[src/rtl/muldiv_pkg.sv]
// Shared definitions for the iterative multiply/divide unit: op codes,
// FSM states and iteration count.
package muldiv_pkg;

  localparam int MD_ITER  = 32;
  localparam int MD_CNT_W = $clog2(MD_ITER);

  typedef enum logic [2:0] {
    MD_MULT  = 3'd0,
    MD_MULTU = 3'd1,
    MD_DIV   = 3'd2,
    MD_DIVU  = 3'd3,
    MD_MTHI  = 3'd4,
    MD_MTLO  = 3'd5
  } md_op_t;

  typedef enum logic {
    IDLE = 1'b0,
    CALC = 1'b1
  } md_state_t;

  // Signed variants are MULT and DIV; everything else treats operands as raw bits.
  function automatic logic md_is_signed(input logic [2:0] op);
    return (op == MD_MULT) || (op == MD_DIV);
  endfunction

endpackage

[src/rtl/muldiv_step.sv]
// One combinational iteration: shift-add multiply step or restoring
// shift-subtract divide step, selected by div_mode.
module muldiv_step #(
  parameter int W = 32
) (
  input  logic         div_mode,
  input  logic [W:0]   rem_in,
  input  logic [W-1:0] low_in,
  input  logic [W-1:0] operand,
  output logic [W:0]   rem_out,
  output logic [W-1:0] low_out
);

  logic [W:0]   sum;
  logic [W:0]   rem_shift;
  logic [W+1:0] trial;

  always_comb begin
    sum       = rem_in + (low_in[0] ? {1'b0, operand} : '0);
    rem_shift = {rem_in[W-1:0], low_in[W-1]};
    trial     = {1'b0, rem_shift} - {2'b0, operand};
    rem_out   = '0;
    low_out   = '0;
    if (div_mode) begin
      // A clear borrow bit means the trial subtraction stays non-negative.
      if (!trial[W+1]) begin
        rem_out = trial[W:0];
        low_out = {low_in[W-2:0], 1'b1};
      end else begin
        rem_out = rem_shift;
        low_out = {low_in[W-2:0], 1'b0};
      end
    end else begin
      rem_out = {1'b0, sum[W:1]};
      low_out = {sum[0], low_in[W-1:1]};
    end
  end

endmodule

[src/rtl/muldiv_unit.sv]
// Iterative MIPS multiply/divide unit with architectural HI/LO registers;
// 32 iterations per MULT/MULTU/DIV/DIVU, single-cycle MTHI/MTLO.
module muldiv_unit
  import muldiv_pkg::*;
#(
  parameter int bit_size = 32
) (
  input  logic                clk,
  input  logic                rst,
  input  logic                op_valid,
  input  logic [2:0]          op,
  input  logic [bit_size-1:0] rs_data,
  input  logic [bit_size-1:0] rt_data,
  output logic [bit_size-1:0] hi,
  output logic [bit_size-1:0] lo,
  output logic                busy,
  output logic                stall
);

  localparam logic [MD_CNT_W-1:0] CNT_LAST = MD_CNT_W'(MD_ITER - 1);

  md_state_t           state_q, state_d;
  logic [MD_CNT_W-1:0] cnt_q, cnt_d;
  logic [bit_size:0]   rem_q, rem_d;
  logic [bit_size-1:0] low_q, low_d;
  logic [bit_size-1:0] opnd_q, opnd_d;
  logic                div_q, div_d;
  logic                neg_main_q, neg_main_d;
  logic                neg_rem_q, neg_rem_d;
  logic                dz_q, dz_d;
  logic [bit_size-1:0] rs_orig_q, rs_orig_d;
  logic [bit_size-1:0] hi_q, hi_d;
  logic [bit_size-1:0] lo_q, lo_d;

  logic [bit_size:0]     step_rem;
  logic [bit_size-1:0]   step_low;
  logic                  op_signed;
  logic [bit_size-1:0]   rs_abs, rt_abs;
  logic [2*bit_size-1:0] prod_raw, prod_fix;
  logic [bit_size-1:0]   quo_fix, rem_fix;

  muldiv_step #(.W(bit_size)) u_step (
    .div_mode (div_q),
    .rem_in   (rem_q),
    .low_in   (low_q),
    .operand  (opnd_q),
    .rem_out  (step_rem),
    .low_out  (step_low)
  );

  always_comb begin
    op_signed = md_is_signed(op);
    rs_abs    = (op_signed && rs_data[bit_size-1]) ? -rs_data : rs_data;
    rt_abs    = (op_signed && rt_data[bit_size-1]) ? -rt_data : rt_data;
    prod_raw  = {step_rem[bit_size-1:0], step_low};
    prod_fix  = neg_main_q ? -prod_raw : prod_raw;
    quo_fix   = neg_main_q ? -step_low : step_low;
    rem_fix   = neg_rem_q ? -step_rem[bit_size-1:0] : step_rem[bit_size-1:0];
  end

  always_comb begin
    state_d    = state_q;
    cnt_d      = cnt_q;
    rem_d      = rem_q;
    low_d      = low_q;
    opnd_d     = opnd_q;
    div_d      = div_q;
    neg_main_d = neg_main_q;
    neg_rem_d  = neg_rem_q;
    dz_d       = dz_q;
    rs_orig_d  = rs_orig_q;
    hi_d       = hi_q;
    lo_d       = lo_q;
    case (state_q)
      IDLE: begin
        if (op_valid) begin
          case (op)
            MD_MULT, MD_MULTU, MD_DIV, MD_DIVU: begin
              state_d    = CALC;
              cnt_d      = '0;
              div_d      = op[1];
              rem_d      = '0;
              low_d      = op[1] ? rs_abs : rt_abs;
              opnd_d     = op[1] ? rt_abs : rs_abs;
              neg_main_d = op_signed & (rs_data[bit_size-1] ^ rt_data[bit_size-1]);
              neg_rem_d  = op_signed & rs_data[bit_size-1];
              dz_d       = op[1] & (rt_data == '0);
              rs_orig_d  = rs_data;
            end
            MD_MTHI: hi_d = rs_data;
            MD_MTLO: lo_d = rs_data;
            default: ;
          endcase
        end
      end
      CALC: begin
        rem_d = step_rem;
        low_d = step_low;
        cnt_d = cnt_q + 1'b1;
        // The last iteration's result goes straight to HI/LO with sign fix-up.
        if (cnt_q == CNT_LAST) begin
          state_d = IDLE;
          cnt_d   = '0;
          if (!div_q) begin
            hi_d = prod_fix[2*bit_size-1:bit_size];
            lo_d = prod_fix[bit_size-1:0];
          end else if (dz_q) begin
            hi_d = rs_orig_q;
            lo_d = '1;
          end else begin
            hi_d = rem_fix;
            lo_d = quo_fix;
          end
        end
      end
      default: state_d = IDLE;
    endcase
  end

  always_ff @(posedge clk or posedge rst) begin
    if (rst) begin
      state_q    <= IDLE;
      cnt_q      <= '0;
      rem_q      <= '0;
      low_q      <= '0;
      opnd_q     <= '0;
      div_q      <= 1'b0;
      neg_main_q <= 1'b0;
      neg_rem_q  <= 1'b0;
      dz_q       <= 1'b0;
      rs_orig_q  <= '0;
      hi_q       <= '0;
      lo_q       <= '0;
    end else begin
      state_q    <= state_d;
      cnt_q      <= cnt_d;
      rem_q      <= rem_d;
      low_q      <= low_d;
      opnd_q     <= opnd_d;
      div_q      <= div_d;
      neg_main_q <= neg_main_d;
      neg_rem_q  <= neg_rem_d;
      dz_q       <= dz_d;
      rs_orig_q  <= rs_orig_d;
      hi_q       <= hi_d;
      lo_q       <= lo_d;
    end
  end

  assign hi    = hi_q;
  assign lo    = lo_q;
  assign busy  = (state_q == CALC);
  assign stall = op_valid & busy;

endmodule

[config.mk]
export PLATFORM = sky130hd
export DESIGN_NAME = muldiv_unit
export DESIGN_NICKNAME = d
export VERILOG_FILES = /design/src/rtl/muldiv_pkg.sv /design/src/rtl/muldiv_step.sv /design/src/rtl/muldiv_unit.sv
export SDC_FILE = /design/constraint.sdc
export NUM_CORES = 1
export LEC_CHECK = 0
export ABC_CLOCK_PERIOD_IN_PS = 8780
export BUFFER_PORTS_ARGS = -buffer_cell sky130_fd_sc_hd__clkbuf_2
export CORE_MARGIN = 1.5
export CORE_UTILIZATION = 30
export CTS_BUF_LIST = sky130_fd_sc_hd__clkbuf_4
export CTS_CLUSTER_DIAMETER = 60
export CTS_CLUSTER_SIZE = 12
export DETAILED_ROUTE_END_ITERATION = 8
export PLACE_DENSITY = 0.58
export SYNTH_ARGS = -nofsm -noshare
export SYNTH_HDL_FRONTEND = slang
export SYNTH_HIERARCHICAL = 1
export SYNTH_SLANG_ARGS = --single-unit
[constraint.sdc]
create_clock -name clk -period 8.78 [get_ports clk]
set_input_delay 1.317 -clock clk [delete_from_list [all_inputs] [get_ports clk]]
set_output_delay 1.317 -clock clk [all_outputs]
set_load 0.01 [all_outputs]
==> flow_metrics.py, run 1 <==
metrics = {
    "drt": {
        "ant_nets": 0,
        "drc_errors": 0,
        "drt_pass1_iterations": 6,
        "routedWlPerCell_um": 23.38,
        "dr.first_iter.drc_count": 1805,
        "vias": 18380,
        "via_per_inst": 5.815,
        "routed_wl_mm": 73.92,
    },
    "sta": {
        "slew_violations": 0,
        "clock.fmax_ghz": 0.1530,
        "fin_skew_ns": 0.05019,
        "tns_ns": 0,
        "fin_crit_ns": 6.537,
        "worstMarginPinSlew_ns": 1.152,
        "timing.final.crit_share": 0.7446,
        "hold_viol": 0,
        "setup_violations": 0,
        "layout_setup_ws_ns": 2.243,
        "grt_setup_unrepaired": "no",
        "slew_headroom": 0.2239,
    },
    "yosys": {
        "syn_inst": 2312,
        "post_synth.cell_area_avg_um2": 7.706,
        "synthesis.nets": 2454,
        "synth_seq_cells": 203,
        "ys_warn_count": 6,
        "yosys.cell_types.count": 95,
        "synth.yosys.seq_area_share": 0.2851,
        "synth_edf_count": 0,
        "synthArstFlopShare": 1.000,
        "syn_area_mm2": 0.01782,
        "ys.flop_type": "dfrtp_1",
    },
    "layout": {
        "area_growth_pct": 10.40,
        "nets": 2507,
        "drive_gt1_frac": 0.1362,
        "utilization": 0.3339,
    },
    "global_route": {
        "met3_usage": 0.03625,
        "grt_usage": 0.2378,
        "grt_max_degree": 130,
        "grt_pass1_vias": 17190,
        "grt_pass1_wl_mm": 110.0,
        "met2_usage": 0.3795,
        "groute.layer.met1.usage": 0.3159,
        "antenna_found_initial": 5,
        "gr-total-overflow": 0,
        "busiest_layer": "met2",
    },
    "setup_path": {
        "crit_buf_inv": 0,
        "worstPathMaxFanout": 23,
        "end_kind": "flip-flop",
        "cp_top_family": "simple AND/OR/NAND/NOR gates",
        "path_class": "reg -> reg",
        "worstPathRequired_ns": 9.45,
        "cpPeakStageDelay_ns": 0.86,
        "start_kind": "flip-flop",
        "r2r_slack_ns": 2.24,
        "arrival_ns": 7.21,
        "slowest_stage": "nand4_1",
        "cp_cell_sequence": "ha_1 -> nor2b_1 -> o31a_1 -> o311a_4 -> o31ai_2 -> a21oi_2 -> nand2b_2 -> mux2_2 -> or4_1 -> nor4_1 -> nand4_1 -> or2_2 -> o41ai_1 -> xor2_1 -> a21oi_1",
    },
    "place": {
        "preCtsSetupSlack_ns": 2.540,
        "place_hpwl_mm": 55.19,
        "routabilityCongestion": 0.9447,
        "port_buffers": 135,
    },
    "clock_network": {
        "htreeDepth": 1,
        "cts_resized": 0,
        "cts_max_path_buffers": 3,
        "cts_tree": "yes",
        "post-cts-setup-buffers": 0,
        "cts_num_sinks": 203,
        "cts_root_buffer": "clkbuf_4",
        "clk_pin_slew_worst_paths_ns": 0.11,
        "worstSkewPairLatency_ns": 0.84,
        "ctsHoldBuffers": 0,
        "cts_buffers": 30,
    },
    "die": {
        "die_w_um": 246.7,
        "rows": 89,
        "io_pins": 136,
        "start_util": 0.3025,
        "die_area_mm2": 0.06086,
        "fp.coreArea_mm2": 0.05891,
        "die_h_um": 246.7,
    },
    "worst_hold_path": {
        "hold_path_class": "reg -> reg",
    },
    "pwr": {
        "power_uw": 9526,
        "p_per_area_mw_per_mm2": 484.3,
        "vdd_drop_max_v": 0.0001894,
        "p_leak_uw": 0.008325,
    },
    "status": {
        "status": "complete, no violations",
    },
    "run": {
        "cap_violations": 0,
    },
}
## Yosys cell counts (all sizes together) (32+ instances only)
library cell | n | area share
nand2 | 352 | 0.074
o21ai | 256 | 0.073
dfrtp | 203 | 0.29
a21oi | 169 | 0.048
nor2 | 160 | 0.034
clkbuf | 128 | 0.027
xnor2 | 92 | 0.045
inv | 83 | 0.017
xor2 | 75 | 0.037
ha | 70 | 0.049
nor3 | 49 | 0.014
mux2 | 47 | 0.030
and2 | 45 | 0.016
o31ai | 40 | 0.018
nand3 | 35 | 0.0098
mux2i | 33 | 0.019
o221ai | 32 | 0.016
## power by group
part | total, uW | switching [uW] | internal (uW) | leakage [uW]
Clock | 762 | 465 | 298 | 0.000266
Combinational | 6890 | 4320 | 2580 | 0.00560
Sequential | 1870 | 462 | 1410 | 0.00246
## layout make-up
cell class                 count  area (um2)
antenna                        1       2.502
tap                          773       967.2
clock buffer                  33       247.7
sequential                   203        5089
multi-input combinational   1871       11820
clock inverter                21       234.0
timing repair buffer         175       988.4
inverter                      84       322.8
fill                        6203       39240
## metal layers
layer | part of all wire | wire (um)
met4 | 0.051 | 3759
met3 | 0.077 | 5673
met1 | 0.42 | 30880
met2 | 0.45 | 33590
met5 | 0.00016 | 12
## worst register-to-register path, delay by kind of cell (launching register included)
| kind | cells | cell delay [ns] |
|---|---|---|
| and+or+nand+nor | 6 | 3.32 |
| AOI/OAI and AO/OA | 6 | 1.57 |
| muxes | 1 | 0.54 |
| xor gates and xnor gates | 1 | 0.21 |
| adders and majority gates | 1 | 0.31 |
| DFF | 1 | 0.45 |
## flip-flops by register name (all words and copies together) (netlist names)
register    flops
busy            1
cnt_q           5
div_q           1
dz_q            1
hi             32
lo             32
low_q          32
neg_main_q      1
neg_rem_q       1
opnd_q         32
rem_q          33
rs_orig_q      32
## placed cells by master (no fill, tap or decap), types with 35 or more instances in the layout
cell / instances
nand2_1: 352
o21ai_0: 242
dfrtp_1: 200
a21oi_1: 167
nor2_1: 157
clkbuf_2: 135
xnor2_1: 92
inv_1: 82
xor2_1: 75
ha_1: 70
nor3_1: 48
mux2_2: 45
and2_1: 43
buf_4: 39
o31ai_1: 37
nand3_1: 35
## logic make-up after synthesis
group | synth area share
AOI/OAI and AO/OA | 0.2600
xor gates and xnor gates | 0.08209
and+or+nand+nor | 0.2197
muxes | 0.04824
adders and majority gates | 0.05140
DFF | 0.2851
buffers and inverters | 0.05337
## worst paths after layout
path                                   start            to  cells past startpoint
worst min register to register  rs_orig_q[5]  rs_orig_q[5]                      2
worst max register to register      rem_q[0]        hi[19]                     15
min in group asynchronous                rst     low_q[18]                      2
worst min-delay path            rs_orig_q[5]  rs_orig_q[5]                      2
worst max-delay path                rem_q[0]        hi[19]                     15
max in group asynchronous                rst        hi[14]                      3
## stage by stage
step	std cells	cell area [um2]	hold slack [ns]
5_1_grt	3161	19670	0.5109
2_1_floorplan	2312	17820	0.4368
4_1_cts	3160	19670	0.4918
3_5_place_dp	3106	19190	0.4631
3_3_place_gp	3106	19190	0.4565
6_report	3161	19670	0.4964
(Power assumes the default switching activity.)
==> inputs of run 2 (changes only) <==
--- a/config.mk
+++ b/config.mk
@@ -5,7 +5,8 @@
 export SDC_FILE = /design/constraint.sdc
 export NUM_CORES = 1
 export LEC_CHECK = 0
-export ABC_CLOCK_PERIOD_IN_PS = 8780
+export ABC_AREA = 1
+export ABC_CLOCK_PERIOD_IN_PS = 6400
 export BUFFER_PORTS_ARGS = -buffer_cell sky130_fd_sc_hd__clkbuf_2
 export CORE_MARGIN = 1.5
 export CORE_UTILIZATION = 30
@@ -13,7 +14,7 @@
 export CTS_CLUSTER_DIAMETER = 60
 export CTS_CLUSTER_SIZE = 12
 export DETAILED_ROUTE_END_ITERATION = 8
-export PLACE_DENSITY = 0.58
+export PLACE_DENSITY = 0.57
 export SYNTH_ARGS = -nofsm -noshare
 export SYNTH_HDL_FRONTEND = slang
 export SYNTH_HIERARCHICAL = 1
==> constraint.sdc (replaced) <==
create_clock -name clk -period 6.4 [get_ports clk]
set_input_delay 0.96 -clock clk [delete_from_list [all_inputs] [get_ports clk]]
set_output_delay 0.96 -clock clk [all_outputs]
set_load 0.01 [all_outputs]
==> flow_metrics.py, run 2 <==
metrics = {
    "status": {
        "status": "complete, no violations",
    },
    "yosys": {
        "ys.flop_type": "dfrtp_1",
        "synthArstFlopShare": 1.000,
        "syn_area_mm2": 0.02027,
        "ys_top_cells_by_area": "dfrtp_1 (25%), nand2_1 (20%), nand3_1 (9.0%), inv_1 (8.1%), nor2_1 (7.4%)",
        "syn_inst": 3444,
        "post_synth.cell_area_avg_um2": 5.885,
        "synth.yosys.seq_area_share": 0.2506,
        "yosys.area.top_type_share": 0.2506,
        "yosysMostFrequentCell": "nand2_1",
        "synth_seq_cells": 203,
        "synth_top_area_cell": "dfrtp_1",
        "ys_warn_count": 6,
        "yosys.cell_types.count": 58,
        "synthTopCellsByCount": "nand2_1 (1099), inv_1 (436), nor2_1 (401)",
        "synth_edf_count": 0,
        "synthesis.nets": 3586,
    },
    "setup_path": {
        "critPathLaunch": "opnd_q[8]",
        "r2r_start": "opnd_q[8]",
        "worstPathMaxFanout": 34,
        "start_kind": "flip-flop",
        "cpPeakStageDelay_ns": 0.47,
        "crit_top_cell": "nand2_1",
        "path_class": "reg -> reg",
        "slowest_stage": "nand2_1",
        "arrival_ns": 5.73,
        "end_kind": "flip-flop",
        "cp_cell_sequence": "inv_1 -> ha_1 -> nand2_2 -> inv_1 -> nand2_1 -> nand2_1 -> inv_2 -> nand3_2 -> nand2_4 -> nand2_4 -> nand2_4 -> nand2_4 -> nand2_1 -> nand2_1 -> inv_1 -> ha_1 -> nand2_2 -> nor2_4 -> nand3_1 -> nand2_2 -> a21oi_1 -> o22ai_1 -> nand2_1 -> a21oi_1",
        "worstPathRequired_ns": 7.17,
    },
    "sta": {
        "grt_setup_unrepaired": "no",
        "layout_setup_ws_ns": 1.441,
        "hold_viol": 0,
        "slew_headroom": 0.1807,
        "slew_violations": 0,
        "setup_violations": 0,
        "fin_skew_ns": 0.09369,
        "fin_crit_ns": 4.959,
        "tns_ns": 0,
        "clock.fmax_ghz": 0.2017,
        "timing.final.crit_share": 0.7748,
        "worstMarginPinSlew_ns": 1.229,
        "hold_slack_ns": 0.2264,
    },
    "global_route": {
        "grt_max_degree": 76,
        "gr-total-overflow": 0,
        "grt_pass1_wl_mm": 143.3,
        "grt_usage": 0.2742,
        "antenna_found_initial": 2,
        "grt_pass1_vias": 22160,
    },
    "drt": {
        "dr.first_iter.drc_count": 2798,
        "routedWlPerCell_um": 21.95,
        "drt_pass1_iterations": 8,
        "ant_nets": 0,
        "drc_errors": 0,
        "via_per_inst": 5.326,
        "vias": 23430,
        "routed_wl_mm": 96.57,
    },
    "clock_network": {
        "worstSkewPairLatency_ns": 0.85,
        "cts_tree": "yes",
        "ctsHoldBuffers": 0,
        "post-cts-setup-buffers": 0,
        "cts_num_sinks": 203,
        "cts_resized": 0,
        "cts_root_buffer": "clkbuf_4",
        "cts_max_path_buffers": 3,
        "htreeDepth": 1,
        "cts_buffers": 28,
        "clk_pin_slew_worst_paths_ns": 0.14,
    },
    "die": {
        "fp.coreArea_mm2": 0.06704,
        "io_pins": 136,
        "die_w_um": 262.9,
        "start_util": 0.3023,
        "die_h_um": 262.9,
        "die_area_mm2": 0.06913,
        "rows": 95,
    },
    "place": {
        "place_hpwl_mm": 77.87,
        "port_buffers": 135,
        "routabilityCongestion": 1.012,
        "preCtsSetupSlack_ns": 1.662,
        "placed_area_mm2": 0.02165,
    },
    "layout": {
        "regMostFlops": "rem_q",
        "area_growth_pct": 9.025,
        "design_area_mm2": 0.02210,
        "layout.cells.most_common_list": "nand2_1 (1098), inv_1 (435), nor2_1 (398), nand3_1 (365), o21ai_0 (210)",
        "drive_gt1_frac": 0.08054,
        "largest_reg_flops": 33,
        "layout_commonest_cell": "nand2_1",
        "nets": 3651,
        "fill_cells": 7687,
    },
    "worst_hold_path": {
        "hold_path_class": "in -> async",
    },
    "run": {
        "cap_violations": 0,
    },
}
## run 2: changes by cell type in the layout (fill, tap and decap cells not counted), moves of 37 or more
cell / change
and2_1: -37
inv_1: +353
mux2_2: -45
nand2_1: +746
nand3_1: +330
nor2_1: +241
xnor2_1: -77
## run 2: worst paths after layout
kind,endpoint,slack (ns),depth (start not counted)
max,hi[8],1.44,24
min,cnt_q[1],0.23,2
max reg2reg,hi[8],1.44,24
min reg2reg,rs_orig_q[5],0.50,2
max in group asynchronous,rs_orig_q[31],4.86,3
min in group clk,rs_orig_q[18],0.37,3
## run 2: kinds of logic (layout without fill, tap and decap cells)
group                    after synthesis  in the layout  synth area share
AND/OR/NAND/NOR                     2030           2030            0.4264
XOR/XNOR                              75             75           0.03241
other                                  0              1                 0
buffers and inverters                575            657            0.1132
AO/OA/AOI/OAI                        489            489            0.1322
flip-flops                           203            203            0.2506
adder cells (fa/ha/maj)               72             72           0.04519
## run 2: layer usage
metal,share of wire,vias up,global-route usage
met3,0.079,236,0.04488
met4,0.065,0,0.1523
met5,0,-,0
met2,0.44,1076,0.4300
met1,0.42,10960,0.3586
li1,-,11160,-
## run 2: final cells by class
class,instances,area (um2),area share
repair buffers,159,855.8,0.03873
well taps,873,1092,0.04943
diodes,1,2.502,0.0001132
inverters,451,1699,0.07689
clock buffers,29,217.7,0.009852
flip-flops and latches,203,5086,0.2302
clock inverters,18,229.0,0.01036
multi-input cells,2666,12910,0.5845
## run 2: through the flow
step	std cells	util
4_1_cts	4399	0.3296
3_3_place_gp	4352	0.3229
2_1_floorplan	3444	-
3_5_place_dp	4352	0.3229
5_1_grt	4400	0.3296
6_report	4400	0.3296
## run 2: worst max-delay path, delay by kind of cell (launching register included)
kind,cells,cell delay [ns]
DFF,1,0.46
AOI/OAI and AO/OA,3,0.76
adders and majority gates,2,0.55
buffers and inverters,4,0.30
and+or+nand+nor,15,2.80
Power of run 2 is not shown: default switching activity piles up to over one toggle a cycle in this logic, so the estimate is an artifact.
